===== config.mk =====
export PLATFORM = sky130hd
export DESIGN_NAME = mem_bus_arbiter
export DESIGN_NICKNAME = d
export VERILOG_FILES = /design/src/rtl/mem_arb_pkg.sv /design/src/rtl/mem_arb_timer.sv /design/src/rtl/mem_bus_arbiter.sv
export SDC_FILE = /design/constraint.sdc
export NUM_CORES = 1
export LEC_CHECK = 0
export CORE_ASPECT_RATIO = 0.6
export CORE_MARGIN = 2
export CORE_UTILIZATION = 26
export CTS_BUF_LIST = sky130_fd_sc_hd__clkbuf_16
export CTS_CLUSTER_SIZE = 40
export DETAILED_ROUTE_END_ITERATION = 8
export GPL_TIMING_DRIVEN = 0
export PLACE_DENSITY = 0.55
export SYNTH_ARGS = -nofsm -noshare
export SYNTH_HDL_FRONTEND = slang
export SYNTH_SLANG_ARGS = --single-unit

===== constraint.sdc =====
create_clock -name clk -period 4.36 [get_ports clk]
set_input_delay 0.872 -clock clk [delete_from_list [all_inputs] [get_ports clk]]
set_output_delay 0.872 -clock clk [all_outputs]
set_load 0.05 [all_outputs]

===== src/rtl/mem_arb_pkg.sv =====
// Shared types and bus command encodings for the memory bus arbiter.
// The BUS_* values match the core's system bus command encoding.
package mem_arb_pkg;

  localparam logic [1:0] BUS_NONE  = 2'd0;
  localparam logic [1:0] BUS_LOAD  = 2'd1;
  localparam logic [1:0] BUS_STORE = 2'd2;

  typedef enum logic [1:0] {
    IDLE,
    BUSY,
    RESP
  } state_t;

  typedef enum logic {
    OWN_IF,
    OWN_D
  } owner_t;

endpackage


===== src/rtl/mem_arb_timer.sv =====
// Timeout counter for the arbiter's BUSY phase; expire rises after TIMEOUT_CYC enabled cycles.
module mem_arb_timer #(
  parameter int TIMEOUT_CYC = 64,
  parameter int CNT_W       = 7
) (
  input  logic clk,
  input  logic rst_n,
  input  logic clear,
  input  logic enable,
  output logic expire
);

  logic [CNT_W-1:0] count;

  // expire is registered, so the abort decision lands one cycle after count reaches TIMEOUT_CYC-1
  always_ff @(posedge clk or negedge rst_n) begin
    if (!rst_n) begin
      count  <= '0;
      expire <= 1'b0;
    end else if (clear) begin
      count  <= '0;
      expire <= 1'b0;
    end else if (enable) begin
      count  <= count + CNT_W'(1);
      expire <= (count == CNT_W'(TIMEOUT_CYC - 1));
    end
  end

endmodule


===== src/rtl/mem_bus_arbiter.sv =====
// Arbitrates the fetch and load/store ports onto one memory bus, one transaction at a time.
// Define MEM_ARB_RR_EN for round-robin arbitration; otherwise the data port has fixed priority.
module mem_bus_arbiter
  import mem_arb_pkg::*;
#(
  parameter int TIMEOUT_CYC = 64,
  parameter int CNT_W       = 7
) (
  input  logic        clk,
  input  logic        rst_n,
  input  logic [1:0]  if_cmd,
  input  logic [31:0] if_addr,
  output logic [31:0] if_rdata,
  output logic        if_ack,
  output logic        if_stall,
  input  logic [1:0]  d_cmd,
  input  logic [31:0] d_addr,
  input  logic [31:0] d_wdata,
  output logic [31:0] d_rdata,
  output logic        d_ack,
  output logic        d_stall,
  output logic [1:0]  mem_cmd,
  output logic [31:0] mem_addr,
  output logic [31:0] mem_wdata,
  input  logic [31:0] mem_rdata,
  input  logic        mem_ack,
  output logic        timeout_err
);

  state_t      state;
  owner_t      owner;
  logic        if_req;
  logic        d_req;
  logic        grant_d;
  logic        expire;
  logic [31:0] resp_data;

  assign if_req   = (if_cmd == BUS_LOAD);
  assign d_req    = (d_cmd == BUS_LOAD) || (d_cmd == BUS_STORE);
  assign if_stall = if_req & ~if_ack;
  assign d_stall  = d_req & ~d_ack;

`ifdef MEM_ARB_RR_EN
  owner_t last_grant;

  // On contention, hand the bus to whichever port did not win last time
  always_comb begin
    grant_d = d_req && (!if_req || (last_grant == OWN_IF));
  end
`else
  always_comb begin
    grant_d = d_req;
  end
`endif

  always_comb begin
    resp_data = '0;
    if (mem_ack && (mem_cmd != BUS_STORE)) begin
      resp_data = mem_rdata;
    end
  end

  mem_arb_timer #(
    .TIMEOUT_CYC(TIMEOUT_CYC),
    .CNT_W      (CNT_W)
  ) u_timer (
    .clk   (clk),
    .rst_n (rst_n),
    .clear (state == IDLE),
    .enable(state == BUSY),
    .expire(expire)
  );

  always_ff @(posedge clk or negedge rst_n) begin
    if (!rst_n) begin
      state       <= IDLE;
      owner       <= OWN_IF;
      mem_cmd     <= BUS_NONE;
      mem_addr    <= '0;
      mem_wdata   <= '0;
      if_rdata    <= '0;
      d_rdata     <= '0;
      if_ack      <= 1'b0;
      d_ack       <= 1'b0;
      timeout_err <= 1'b0;
`ifdef MEM_ARB_RR_EN
      last_grant  <= OWN_IF;
`endif
    end else begin
      if_ack <= 1'b0;
      d_ack  <= 1'b0;
      case (state)
        IDLE: begin
          if (if_req || d_req) begin
            owner     <= grant_d ? OWN_D : OWN_IF;
            mem_cmd   <= grant_d ? d_cmd : BUS_LOAD;
            mem_addr  <= grant_d ? d_addr : if_addr;
            mem_wdata <= grant_d ? d_wdata : '0;
`ifdef MEM_ARB_RR_EN
            last_grant <= grant_d ? OWN_D : OWN_IF;
`endif
            state     <= BUSY;
          end
        end
        BUSY: begin
          // A real ack wins over a simultaneous timeout
          if (mem_ack || expire) begin
            mem_cmd <= BUS_NONE;
            if (!mem_ack) begin
              timeout_err <= 1'b1;
            end
            if (owner == OWN_D) begin
              d_ack   <= 1'b1;
              d_rdata <= resp_data;
            end else begin
              if_ack   <= 1'b1;
              if_rdata <= resp_data;
            end
            state <= RESP;
          end
        end
        RESP: begin
          state <= IDLE;
        end
        default: begin
          state <= IDLE;
        end
      endcase
    end
  end

endmodule

==> qor.yml <==
critical_path:
  crit_fanout: 10
  required_ns: 3.49
  crit_chain: "clkdlybuf4s50_1 -> inv_1 -> ha_1 -> buf_2 -> buf_2 -> nor2_1 -> clkdlybuf4s50_1"
  r2r_cells: 5
  critPathCaptureType: "output pin"
  worstReg2RegStart: "state[0]"
  r2r_setup_slack_ns: 2.63
  r2r_end: "mem_addr[22]"
  crit_slowest_cell: "clkdlybuf4s50_1"
  worst-path-buf-inv: 5
  crit_type: "in -> out"
  cpLargestDelayFamily: "buffers and inverters"
  cp.arrival_ns: 3.02
  slowest_delay_ns: 0.80
  cp-start-kind: "input port"
  path_depth: 7
placed_design:
  placed_cell_area_sq_um: 9420
  port_buffers: 268
  place_hpwl_mm: 13.0
  pre_cts_slack_ns: 0.437
  gp_congestion: 0.714
synthesis:
  synth_fp_nets: 626
  synth-seq-area-share: 0.571
  synth-edff-count: 0
  syn_inst: 488
  ys_warn_count: 0
  async_flop_share: 1.00
  syn_area_sq_um: 6310
  ys_seq_elements: 144
  syn_avg_cell_area_sq_um: 12.9
  synthFlopType: "dfrtp_1"
  yosysUniqueCellTypes: 33
power:
  switching_power_w: 0.00392
  seq_power_share: 0.268
  vdd_drop_max_mv: 0.432
  power.switching_fraction: 0.467
  clockPowerShare: 0.174
  p_leak_nw: 4.17
  intPower_w: 0.00448
  powerDensity_nw_per_um2: 839
  combPwrFrac: 0.557
route:
  vias: 4717
  drt_iter0_markers: 133
  dr.pass1.iters: 4
  ant_nets: 0
  wl_mm: 17.8
  drc: 0
  wl_per_cell_um: 16.1
  via_per_inst: 4.25
finish:
  multiInputGateArea_sq_um: 2250
  drive_gt1_frac: 0.155
  area_growth_syn_to_layout_pct: 58.6
  area.sequential_sq_um: 3600
  stdcell_area_sq_um: 10000
  fin_nets: 914
  fill_cells: 2337
  diodes: 0
clock_tree:
  numCtsBuffers: 17
  cts_tree: "built"
  clock_latency_ns: 0.42
  ctsHoldBuffers: 0
  cts.clk_slew.worst_paths_ns: 0.06
  cts_resized: 0
  h-tree-depth: 4
  clock_path_buffers: 2
  post_cts_buffers: 0
  clockRootBuffer: "clkbuf_16"
  cts.sinks: 144
floorplanning:
  io-pin-count: 270
  die_x_um: 205
  rows: 44
  die_h_um: 125
  start_util: 0.263
  dieArea_sq_um: 25600
  core_sq_um: 24000
grt:
  grt_pass1_vias: 5248
  track_usage: 0.146
  grt_first_pass_wirelength_mm: 29.0
  antenna_found_initial: 0
  grt_max_degree: 93
  overflow: 0
job:
  drv_cap: 0
sta:
  hold_violations: 0
  drv_slew: 0
  fin_crit_sh: 0.894
  fin_crit_ns: 3.90
  worst_slack_ns: 0.464
  setup_viol: 0
  max_freq_mhz: 257
  rsz0062_at_grt: "false"
  worst_slew_pin_slew_ns: 0.595
  clock_skew_ns: 0.00819
  hold-worst-slack_ns: 0.407
  slew_headroom: 0.603
run_status:
  status: "finished clean"
hold_path:
  min_path_type: "in -> async"
==> cells in the final DEF, fill, tap and decap left out, types with 2 or more instances in the layout <==
cell and instances:
inv_1 70, mux2i_1 66, o211ai_1 33, buf_6 4, ha_1 3, mux2_1 2
a22o_1 33, nand2b_4 2, nand3_1 3, clkinv_4 2, clkinv_1 4, buf_2 13
bufinv_16 3, nand2b_1 2, clkbuf_16 17, o21ai_0 5, clkdlybuf4s50_1 267, clkinvlp_4 2
dfrtp_1 144, clkbuf_1 10, buf_4 9, nor2_1 6, mux2_2 63, o31ai_1 2
nand2_1 8
==> power by group through the flow <==
stage               Clock (W)  Sequential (W)  Combinational, W
finish                0.00146         0.00225           0.00468
global route          0.00159         0.00234           0.00491
CTS                   0.00152         0.00226           0.00473
detailed placement          0         0.00226           0.00472
global placement            0         0.00227           0.00471
floorplan                   0         0.00424           0.00107
==> worst max-delay path by stage <==
| stage | startpoint | endpoint | slack, ns |
|---|---|---|---|
| 2_1_floorplan | d_cmd[0] | d_stall | 1.28 |
| 3_3_place_gp | rst_n | d_rdata[5] | -3.92 |
| 3_5_place_dp | d_cmd[0] | d_stall | 0.44 |
| 6_report | d_cmd[0] | d_stall | 0.46 |
| 5_1_grt | d_cmd[0] | d_stall | 0.36 |
| 4_1_cts | d_cmd[0] | d_stall | 0.43 |
==> per-stage QoR <==
step	utilization	setup TNS [ns]	power (W)	cells
after floorplan	-	0	0.00531	488
after global placement	0.391	-560.94	0.00698	1078
after detailed placement	0.393	0	0.00698	1079
after CTS	0.417	0	0.00850	1111
after global routing	0.417	0	0.00883	1111
final	0.417	0	0.00839	1111
==> cells by family (layout without fill, tap and decap cells) <==
kind of cell,count (synthesis),in the layout,synth area share
simple gates,28,28,0.0278
compound gates,79,79,0.101
flops,144,144,0.571
buf+inv,102,403,0.0722
fa+ha+maj,3,3,0.00595
mux,131,131,0.221
xor+xnor,1,1,0.00139
==> per-layer routing <==
layer | part of all wire | global-route usage
met1 | 0.49 | 0.205
met2 | 0.42 | 0.207
met3 | 0.082 | 0.0570
met4 | 0.011 | 0.0449
met5 | 0 | 0
==> worst register-to-register path, stage by stage, from the launching register on <==
cell,delay [ns]
dfrtp_1,0.36
buf_4,0.17
nor2_1,0.18
a21boi_4,0.29
buf_4,0.24
mux2_2,0.36
==> sequential cells by signal (all words and copies together) (netlist names), 2 cells and up <==
| signal | count |
|---|---|
| mem_cmd | 2 |
| mem_wdata | 32 |
| u_timer.count | 7 |
| d_rdata | 32 |
| mem_addr | 32 |
| if_rdata | 32 |
| state | 2 |
==> cell type report <==
type / instances / share of cell area
Timing Repair Buffer: 269 / 0.271
Buffer: 35 / 0.0204
Multi-Input combinational cell: 242 / 0.225
Tap cell: 322 / 0.0403
Sequential cell: 144 / 0.360
Clock buffer: 17 / 0.0425
Clock inverter: 15 / 0.0154
Inverter: 67 / 0.0251
==> synth_stat cells, types with 5 or more instances <==
library cell	n	area, sq um
mux2_2	63	709
o21ai_0	5	25.0
inv_1	67	251
buf_4	9	67.6
a22o_1	33	289
nor2_1	6	22.5
nand2_1	8	30.0
dfrtp_1	144	3600
mux2i_1	66	661
buf_2	13	65.1
clkbuf_1	10	37.5
o211ai_1	33	248
(Power assumes the default switching activity.)
